<file path="config.mk">
export PLATFORM = sky130hd
export DESIGN_NAME = apb_regspace_bridge
export DESIGN_NICKNAME = d
export VERILOG_FILES = /design/src/rtl/apb_regspace_bridge.sv
export SDC_FILE = /design/constraint.sdc
export NUM_CORES = 1
export LEC_CHECK = 0
export CAP_MARGIN = 10
export CORE_MARGIN = 4
export CORE_UTILIZATION = 35
export CTS_CLUSTER_DIAMETER = 120
export CTS_CLUSTER_SIZE = 24
export DETAILED_ROUTE_END_ITERATION = 10
export GPL_TIMING_DRIVEN = 0
export HOLD_SLACK_MARGIN = 0.02
export PLACE_DENSITY_LB_ADDON = 0.2
export SLEW_MARGIN = 30
export SYNTH_ARGS = -nofsm -noshare
export SYNTH_HDL_FRONTEND = slang
export SYNTH_SLANG_ARGS = --single-unit
export TNS_END_PERCENT = 10
</file>
<file path="constraint.sdc">
create_clock -name clk -period 4.3 [get_ports clk]
set_input_delay 1.29 -clock clk [delete_from_list [all_inputs] [get_ports clk]]
set_output_delay 1.29 -clock clk [all_outputs]
set_load 0.005 [all_outputs]
</file>
<file path="src/rtl/apb_regspace_bridge.sv">
// apb_regspace_bridge
//   APB3 slave front end for a register space. Each APB transfer becomes exactly
//   one downstream write request (wreq) or one read request/acknowledge pair
//   (rreq/rack). The result is returned on pready/prdata/pslverr. Only one
//   transfer is handled at a time. A stalled downstream handshake aborts after
//   TIMEOUT cycles, and a misaligned address is rejected without any downstream
//   access. Both cases complete with pslverr=1.
//
//   Ports:
//     clk, rst                       clock; synchronous active-high reset
//     psel, penable, pwrite,
//     paddr, pwdata                  APB request side
//     pready, prdata, pslverr        APB response (registered)
//     rreq_addr/vld/rdy              downstream read request
//     rack_data/vld/rdy              downstream read return
//     wreq_addr/data/vld/rdy         downstream write request
//     err_cnt                        saturating count of error responses
module apb_regspace_bridge #(
    parameter int unsigned ADDR_W  = 16,
    parameter int unsigned DATA_W  = 32,
    parameter int unsigned TIMEOUT = 64
) (
    input  logic              clk,
    input  logic              rst,
    input  logic              psel,
    input  logic              penable,
    input  logic              pwrite,
    input  logic [ADDR_W-1:0] paddr,
    input  logic [DATA_W-1:0] pwdata,
    output logic              pready,
    output logic [DATA_W-1:0] prdata,
    output logic              pslverr,
    output logic [ADDR_W-1:0] rreq_addr,
    output logic              rreq_vld,
    input  logic              rreq_rdy,
    input  logic [DATA_W-1:0] rack_data,
    input  logic              rack_vld,
    output logic              rack_rdy,
    output logic [ADDR_W-1:0] wreq_addr,
    output logic [DATA_W-1:0] wreq_data,
    output logic              wreq_vld,
    input  logic              wreq_rdy,
    output logic [7:0]        err_cnt
);

    localparam int unsigned CNT_W = (TIMEOUT > 2) ? $clog2(TIMEOUT) : 1;
    localparam logic [CNT_W-1:0] CNT_LAST = CNT_W'(TIMEOUT - 1);

    typedef enum logic [1:0] {IDLE, WR, RD, DONE} state_t;

    state_t            state_q, state_d;
    logic [ADDR_W-1:0] addr_q, addr_d;
    logic [DATA_W-1:0] wdata_q, wdata_d;
    logic [DATA_W-1:0] prdata_q, prdata_d;
    logic              pready_q, pready_d;
    logic              pslverr_q, pslverr_d;
    logic              rreq_vld_q, rreq_vld_d;
    logic              rack_rdy_q, rack_rdy_d;
    logic              wreq_vld_q, wreq_vld_d;
    logic              req_seen_q, req_seen_d;
    logic              ack_seen_q, ack_seen_d;
    logic [CNT_W-1:0]  cnt_q, cnt_d;
    logic [7:0]        err_cnt_q, err_cnt_d;
    logic              req_now, ack_now, at_limit;

    assign at_limit = (cnt_q == CNT_LAST);

    always_comb begin
        state_d    = state_q;
        addr_d     = addr_q;
        wdata_d    = wdata_q;
        prdata_d   = prdata_q;
        pready_d   = 1'b0;
        pslverr_d  = 1'b0;
        rreq_vld_d = rreq_vld_q;
        rack_rdy_d = rack_rdy_q;
        wreq_vld_d = wreq_vld_q;
        req_seen_d = req_seen_q;
        ack_seen_d = ack_seen_q;
        cnt_d      = cnt_q;
        err_cnt_d  = err_cnt_q;
        // Request acceptance and read return are tracked independently;
        // either may arrive first or both in the same cycle.
        req_now    = req_seen_q | (rreq_vld_q & rreq_rdy);
        ack_now    = ack_seen_q | (rack_vld & rack_rdy_q);

        if (state_q == DONE && pslverr_q && err_cnt_q != 8'hFF) begin
            err_cnt_d = err_cnt_q + 8'd1;
        end

        case (state_q)
            IDLE: begin
                if (psel && !penable) begin
                    addr_d   = paddr;
                    wdata_d  = pwdata;
                    prdata_d = '0;
                    cnt_d    = '0;
                    if (paddr[1:0] != 2'b00) begin
                        state_d   = DONE;
                        pready_d  = 1'b1;
                        pslverr_d = 1'b1;
                    end else if (pwrite) begin
                        state_d    = WR;
                        wreq_vld_d = 1'b1;
                    end else begin
                        state_d    = RD;
                        rreq_vld_d = 1'b1;
                        rack_rdy_d = 1'b1;
                        req_seen_d = 1'b0;
                        ack_seen_d = 1'b0;
                    end
                end
            end
            WR: begin
                cnt_d = cnt_q + CNT_W'(1);
                if (wreq_vld_q && wreq_rdy) begin
                    wreq_vld_d = 1'b0;
                    state_d    = DONE;
                    pready_d   = 1'b1;
                end else if (at_limit) begin
                    wreq_vld_d = 1'b0;
                    state_d    = DONE;
                    pready_d   = 1'b1;
                    pslverr_d  = 1'b1;
                    prdata_d   = '0;
                end
            end
            RD: begin
                cnt_d      = cnt_q + CNT_W'(1);
                req_seen_d = req_now;
                ack_seen_d = ack_now;
                rreq_vld_d = !req_now;
                rack_rdy_d = !ack_now;
                if (rack_vld && rack_rdy_q) begin
                    prdata_d = rack_data;
                end
                // Completion in the final allowed cycle takes priority over the abort.
                if (req_now && ack_now) begin
                    state_d  = DONE;
                    pready_d = 1'b1;
                end else if (at_limit) begin
                    rreq_vld_d = 1'b0;
                    rack_rdy_d = 1'b0;
                    state_d    = DONE;
                    pready_d   = 1'b1;
                    pslverr_d  = 1'b1;
                    prdata_d   = '0;
                end
            end
            DONE: begin
                state_d = IDLE;
            end
            default: begin
                state_d = IDLE;
            end
        endcase
    end

    always_ff @(posedge clk) begin
        if (rst) begin
            state_q    <= IDLE;
            addr_q     <= '0;
            wdata_q    <= '0;
            prdata_q   <= '0;
            pready_q   <= 1'b0;
            pslverr_q  <= 1'b0;
            rreq_vld_q <= 1'b0;
            rack_rdy_q <= 1'b0;
            wreq_vld_q <= 1'b0;
            req_seen_q <= 1'b0;
            ack_seen_q <= 1'b0;
            cnt_q      <= '0;
            err_cnt_q  <= '0;
        end else begin
            state_q    <= state_d;
            addr_q     <= addr_d;
            wdata_q    <= wdata_d;
            prdata_q   <= prdata_d;
            pready_q   <= pready_d;
            pslverr_q  <= pslverr_d;
            rreq_vld_q <= rreq_vld_d;
            rack_rdy_q <= rack_rdy_d;
            wreq_vld_q <= wreq_vld_d;
            req_seen_q <= req_seen_d;
            ack_seen_q <= ack_seen_d;
            cnt_q      <= cnt_d;
            err_cnt_q  <= err_cnt_d;
        end
    end

    assign pready    = pready_q;
    assign prdata    = prdata_q;
    assign pslverr   = pslverr_q;
    assign rreq_addr = addr_q;
    assign rreq_vld  = rreq_vld_q;
    assign rack_rdy  = rack_rdy_q;
    assign wreq_addr = addr_q;
    assign wreq_data = wdata_q;
    assign wreq_vld  = wreq_vld_q;
    assign err_cnt   = err_cnt_q;

endmodule

</file>
==> results list, run 1 <==
* Run status: complete, no violations
* Layout cell share with drive strength beyond 1: between 8 and 9%
- After clock tree synthesis, the flow added hold-fix buffers numbering 0.
* Initial antenna violation count: 0
- Subtracting the final worst setup slack from the clock period gives about 3000 ps.
- Clock buffers created by TritonCTS: 9
- The worst setup path is captured at a register.
* Starting DRC count in detailed routing: about 470
- approximately 200 I/O pins were placed.
- Once detail routing completed, the nets flagged for antenna violations numbered 0.
- After floorplanning, the core was sized to cover around 0.013 sq mm.
- Cells after synthesis: roughly 540
- Setup total negative slack on the finished layout was measured at 0 ps.
- WL/cell: 15.6 um
- The clock passes through at most 2 buffers.
* Cell area after synthesis: ~0.0046 sq mm
- DR DRC count: 0
* Final design area excluding fillers: 0.00709 sq mm
* Clock sink count: about 100
- The H-tree generated during clock tree synthesis spans 3 levels.
- At the worst endpoint, the arrival time is about 3200 ps.
* Element type at the critical path start: primary input
- Type of the worst setup path: primary input to register
* Setup slack after placement: 927 ps
- The worst register-to-register path begins at state_q[0]$_SDFFE_PP0N_.
- Setup violations remaining at the end of the flow were counted as 0.
- The die covers roughly 0.015 sq mm.
- TritonCTS clock tree: built
- The synthesized design contains 0 enable-type register cells.
* Synthesized area divided by synthesized cell count: approximately 8.5 sq um
- Detail-routed via count per cell: between 5 and 6
- Summed over all layers, the routed wires come to between 10 and 15 mm.
- The analysis attributes to cell leakage a power of 0.00239 uW.
- Unrepaired setup endpoints after global routing: no
- Number of filler cells placed in the layout: about 1.1k
- The first global-routing pass estimated between 20 and 25 mm of wire.
- Measured along the y axis, the die boundary spans 123 um.
- Register bit count reported by yosys: between 100 and 150
* Cell chosen for the clock root: sky130_fd_sc_hd__clkbuf_16
- Critical path required time: between 4000 and 5000 ps
- Based on the critical path, the design can be clocked at up to 0.332 GHz.
- Die width: approximately 120 um
* Number of vias in the routed layout: 4716
* Number of global-route vias before repair: roughly 4.7k
- Setup ws final: about 1300 ps
- Count of input and output buffers: 196
- Number of rows created at floorplan: 41
- The repair_antennas step left the layout with diodes totalling 0.
- Share of the synthesized area in the top cell type: 44.6%
- First element of the critical path: penable
* Transition time at the pin with the least slew margin: between 500 and 600 ps
- For this run, the leading register cell type out of synthesis is sky130_fd_sc_hd__dfxtp_1.
- Clock skew on the completed layout was measured at a little over 8 ps.
* Period Utilization, post-route: a little over two thirds
- The final hold violation count was 0.
- Gpl congestion: 0.906
- Buffers added to address setup during post-CTS repair amount to 0.
* Post-detail-place hpwl: about 11 mm
* Class of the tightest hold or removal check: register to register
* Remaining Overflow, GRT: 0
- Gates resized during post-CTS repair numbered 0.
- After clock tree synthesis, the clock-pin slew on the worst setup and hold paths is around 80 ps.
* Maximum number of pins on one net before global-route repair: 19
- Overall Global Routing Usage: around 18%
- In this run the most critical hold path is launched from wreq_data[27]$_SDFFE_PP0P_.
* Maximum resistive drop on vdd: 0.208 mV
* Area growth, synth to finish: 53.5%
- Once placement finished, the instance area stood at between 0.006 and 0.007 sq mm.
- # Max-Cap Violations: 0
* Yosys synthesis warning count: 0
- Number of different library cells in the post-synthesis netlist: 52
* Clk Latency, worst-skew pair: 350 ps
- Max-slew violations: 0
- Final net count: 844
* Crit-path max FO: 10
- Power density normalized to cell area: roughly 430 mW/mm^2
- Async set or reset register ratio after synthesis: 0%
- The worst pin sits at a relative slew slack of between 60% and 70%.
- Area leader, netlist: sky130_fd_sc_hd__dfxtp_1
- Net count of the mapped netlist: 637
* Proportion of synthesized chip area in sequential cells: between 40 and 50%
* Starting utilization of the core area: a little over a third
- By area the synthesized netlist is led by sky130_fd_sc_hd__dfxtp_1 (45%), sky130_fd_sc_hd__nand2_1 (8.8%), sky130_fd_sc_hd__a21oi_1 (6.0%).
- The pre-antenna-repair detailed-routing pass consisted of 5 iterations.
## registers in the layout (all words and copies together), names as in the netlist
register and count:
ack_seen_q 1, cnt_q 6, err_cnt 8, prdata 32, pready 1, pslverr 1
rack_rdy 1, req_seen_q 1, rreq_addr 16, rreq_vld 1, state_q 2, wreq_data 32
wreq_vld 1
## stage by stage
stage	total power (uW)	std cells	util, %	hold slack, ps
final	3030	925	55.5	458
after CTS	3050	925	55.5	458
after global placement	2210	909	53.2	441
after floorplan	1780	541	-	453
after global routing	3210	925	55.5	475
after detailed placement	2240	909	53.2	447
## per-layer routing
| layer | vias to the layer above | routed length (um) | global-route usage, % |
|---|---|---|---|
| li1 | 2349 | - | - |
| met1 | 2186 | 6340 | 23.7 |
| met2 | 171 | 6830 | 30.5 |
| met3 | 10 | 1120 | 4.61 |
| met4 | 0 | 126 | 4.90 |
| met5 | - | 0 | 0 |
## final timing paths
path,end,slack (ps),cells after the start
min,wreq_data[27]$_SDFFE_PP0P_,460,2
min reg2reg,wreq_data[27]$_SDFFE_PP0P_,460,2
max reg2reg,prdata[8]$_SDFFE_PP0P_,1970,9
max,prdata[8]$_SDFFE_PP0P_,1290,8
## power breakdown
part	internal, uW	switching (uW)	total (uW)
Clock	418	386	804
Combinational	452	688	1140
Sequential	1030	56.2	1090
## worst max-delay path: stages
cell and delay, ps:
sky130_fd_sc_hd__clkdlybuf4s50_1 420, sky130_fd_sc_hd__nand2b_1 160, sky130_fd_sc_hd__buf_6 140, sky130_fd_sc_hd__a221o_1 350, sky130_fd_sc_hd__buf_6 140, sky130_fd_sc_hd__nor3_2 320, sky130_fd_sc_hd__clkbuf_4 330, sky130_fd_sc_hd__a211oi_2 70
## cells by family after synthesis
logic type | count (synthesis) | synth area share (%)
flip-flops | 103 | 44.6
adder cells (fa/ha/maj) | 8 | 2.17
multiplexers | 3 | 0.650
XOR/XNOR | 8 | 1.52
AND/OR/NAND/NOR | 189 | 18.5
buffers and inverters | 76 | 8.67
AO/OA/AOI/OAI | 154 | 23.9
## Yosys cell counts (all sizes together) (2+ instances only)
library cell / count
buf: 32
dfxtp: 103
o2111ai: 2
mux2i: 3
a211oi: 38
nand4: 36
nand2: 108
o31ai: 35
nor2: 24
ha: 8
nand3: 5
o21ai: 4
xnor2: 5
nor3: 5
inv: 12
and2: 2
a21oi: 55
xor2: 3
o21a: 2
a221oi: 2
a2111oi: 2
clkbuf: 32
and3: 3
## area by class of cell
type	count	area, sq um	share of cell area [%]
clock buffers	10	239	3.37
plain buffers	64	355	5.01
well taps	172	215	3.04
multi-input cells	362	2160	30.4
repair buffers	196	1960	27.7
clock inverters	6	52.6	0.742
flip-flops and latches	103	2060	29.1
inverters	12	45.0	0.636
## cells in the final DEF, fill, tap and decap left out, drive strengths merged, types with 2 or more instances in the layout
| cell type | count |
|---|---|
| nand2 | 108 |
| xnor2 | 5 |
| o2111ai | 2 |
| a21oi | 55 |
| o21a | 2 |
| clkdlybuf4s50 | 196 |
| xor2 | 3 |
| and2 | 2 |
| nor2 | 24 |
| buf | 32 |
| inv | 15 |
| nand3 | 5 |
| a211oi | 38 |
| o21ai | 4 |
| nor3 | 5 |
| dfxtp | 103 |
| clkbuf | 42 |
| o31ai | 35 |
| and3 | 3 |
| a2111oi | 2 |
| nand4 | 36 |
| a221oi | 2 |
| clkinvlp | 2 |
| ha | 8 |
| mux2i | 3 |
Note: power is estimated with default switching activity, not from simulation.
==> run 2: changes to the inputs <==
==> constraint.sdc (replaced) <==
create_clock -name clk -period 2.9 [get_ports clk]
set_input_delay 0.87 -clock clk [delete_from_list [all_inputs] [get_ports clk]]
set_output_delay 0.87 -clock clk [all_outputs]
set_load 0.005 [all_outputs]
==> results of run 2 <==
The final DEF is identical to that of run 1. Status: complete, no violations.
Main changes from that run: setup slack after placement 927 ps -> -52.5 ps; setup slack after layout 1290 ps -> 309 ps; register-to-register setup slack 1970 ps -> 570 ps; total power 3030 uW -> 4500 uW; worst IR drop on VDD 0.208 mV -> 0.308 mV
==> run 3: changes to the inputs <==
--- a/config.mk
+++ b/config.mk
@@ -5,11 +5,12 @@
 export SDC_FILE = /design/constraint.sdc
 export NUM_CORES = 1
 export LEC_CHECK = 0
+export ABC_CLOCK_PERIOD_IN_PS = 2900
 export CAP_MARGIN = 10
 export CORE_MARGIN = 4
 export CORE_UTILIZATION = 35
 export CTS_CLUSTER_DIAMETER = 120
-export CTS_CLUSTER_SIZE = 24
+export CTS_CLUSTER_SIZE = 30
 export DETAILED_ROUTE_END_ITERATION = 10
 export GPL_TIMING_DRIVEN = 0
 export HOLD_SLACK_MARGIN = 0.02
==> results of run 3 <==
The final DEF is identical to that of run 1. Status: complete, no violations.
Main changes from that run: setup slack after placement 927 ps -> -52.5 ps; setup slack after layout 1290 ps -> 309 ps; register-to-register setup slack 1970 ps -> 570 ps; total power 3030 uW -> 4500 uW; worst IR drop on VDD 0.208 mV -> 0.308 mV
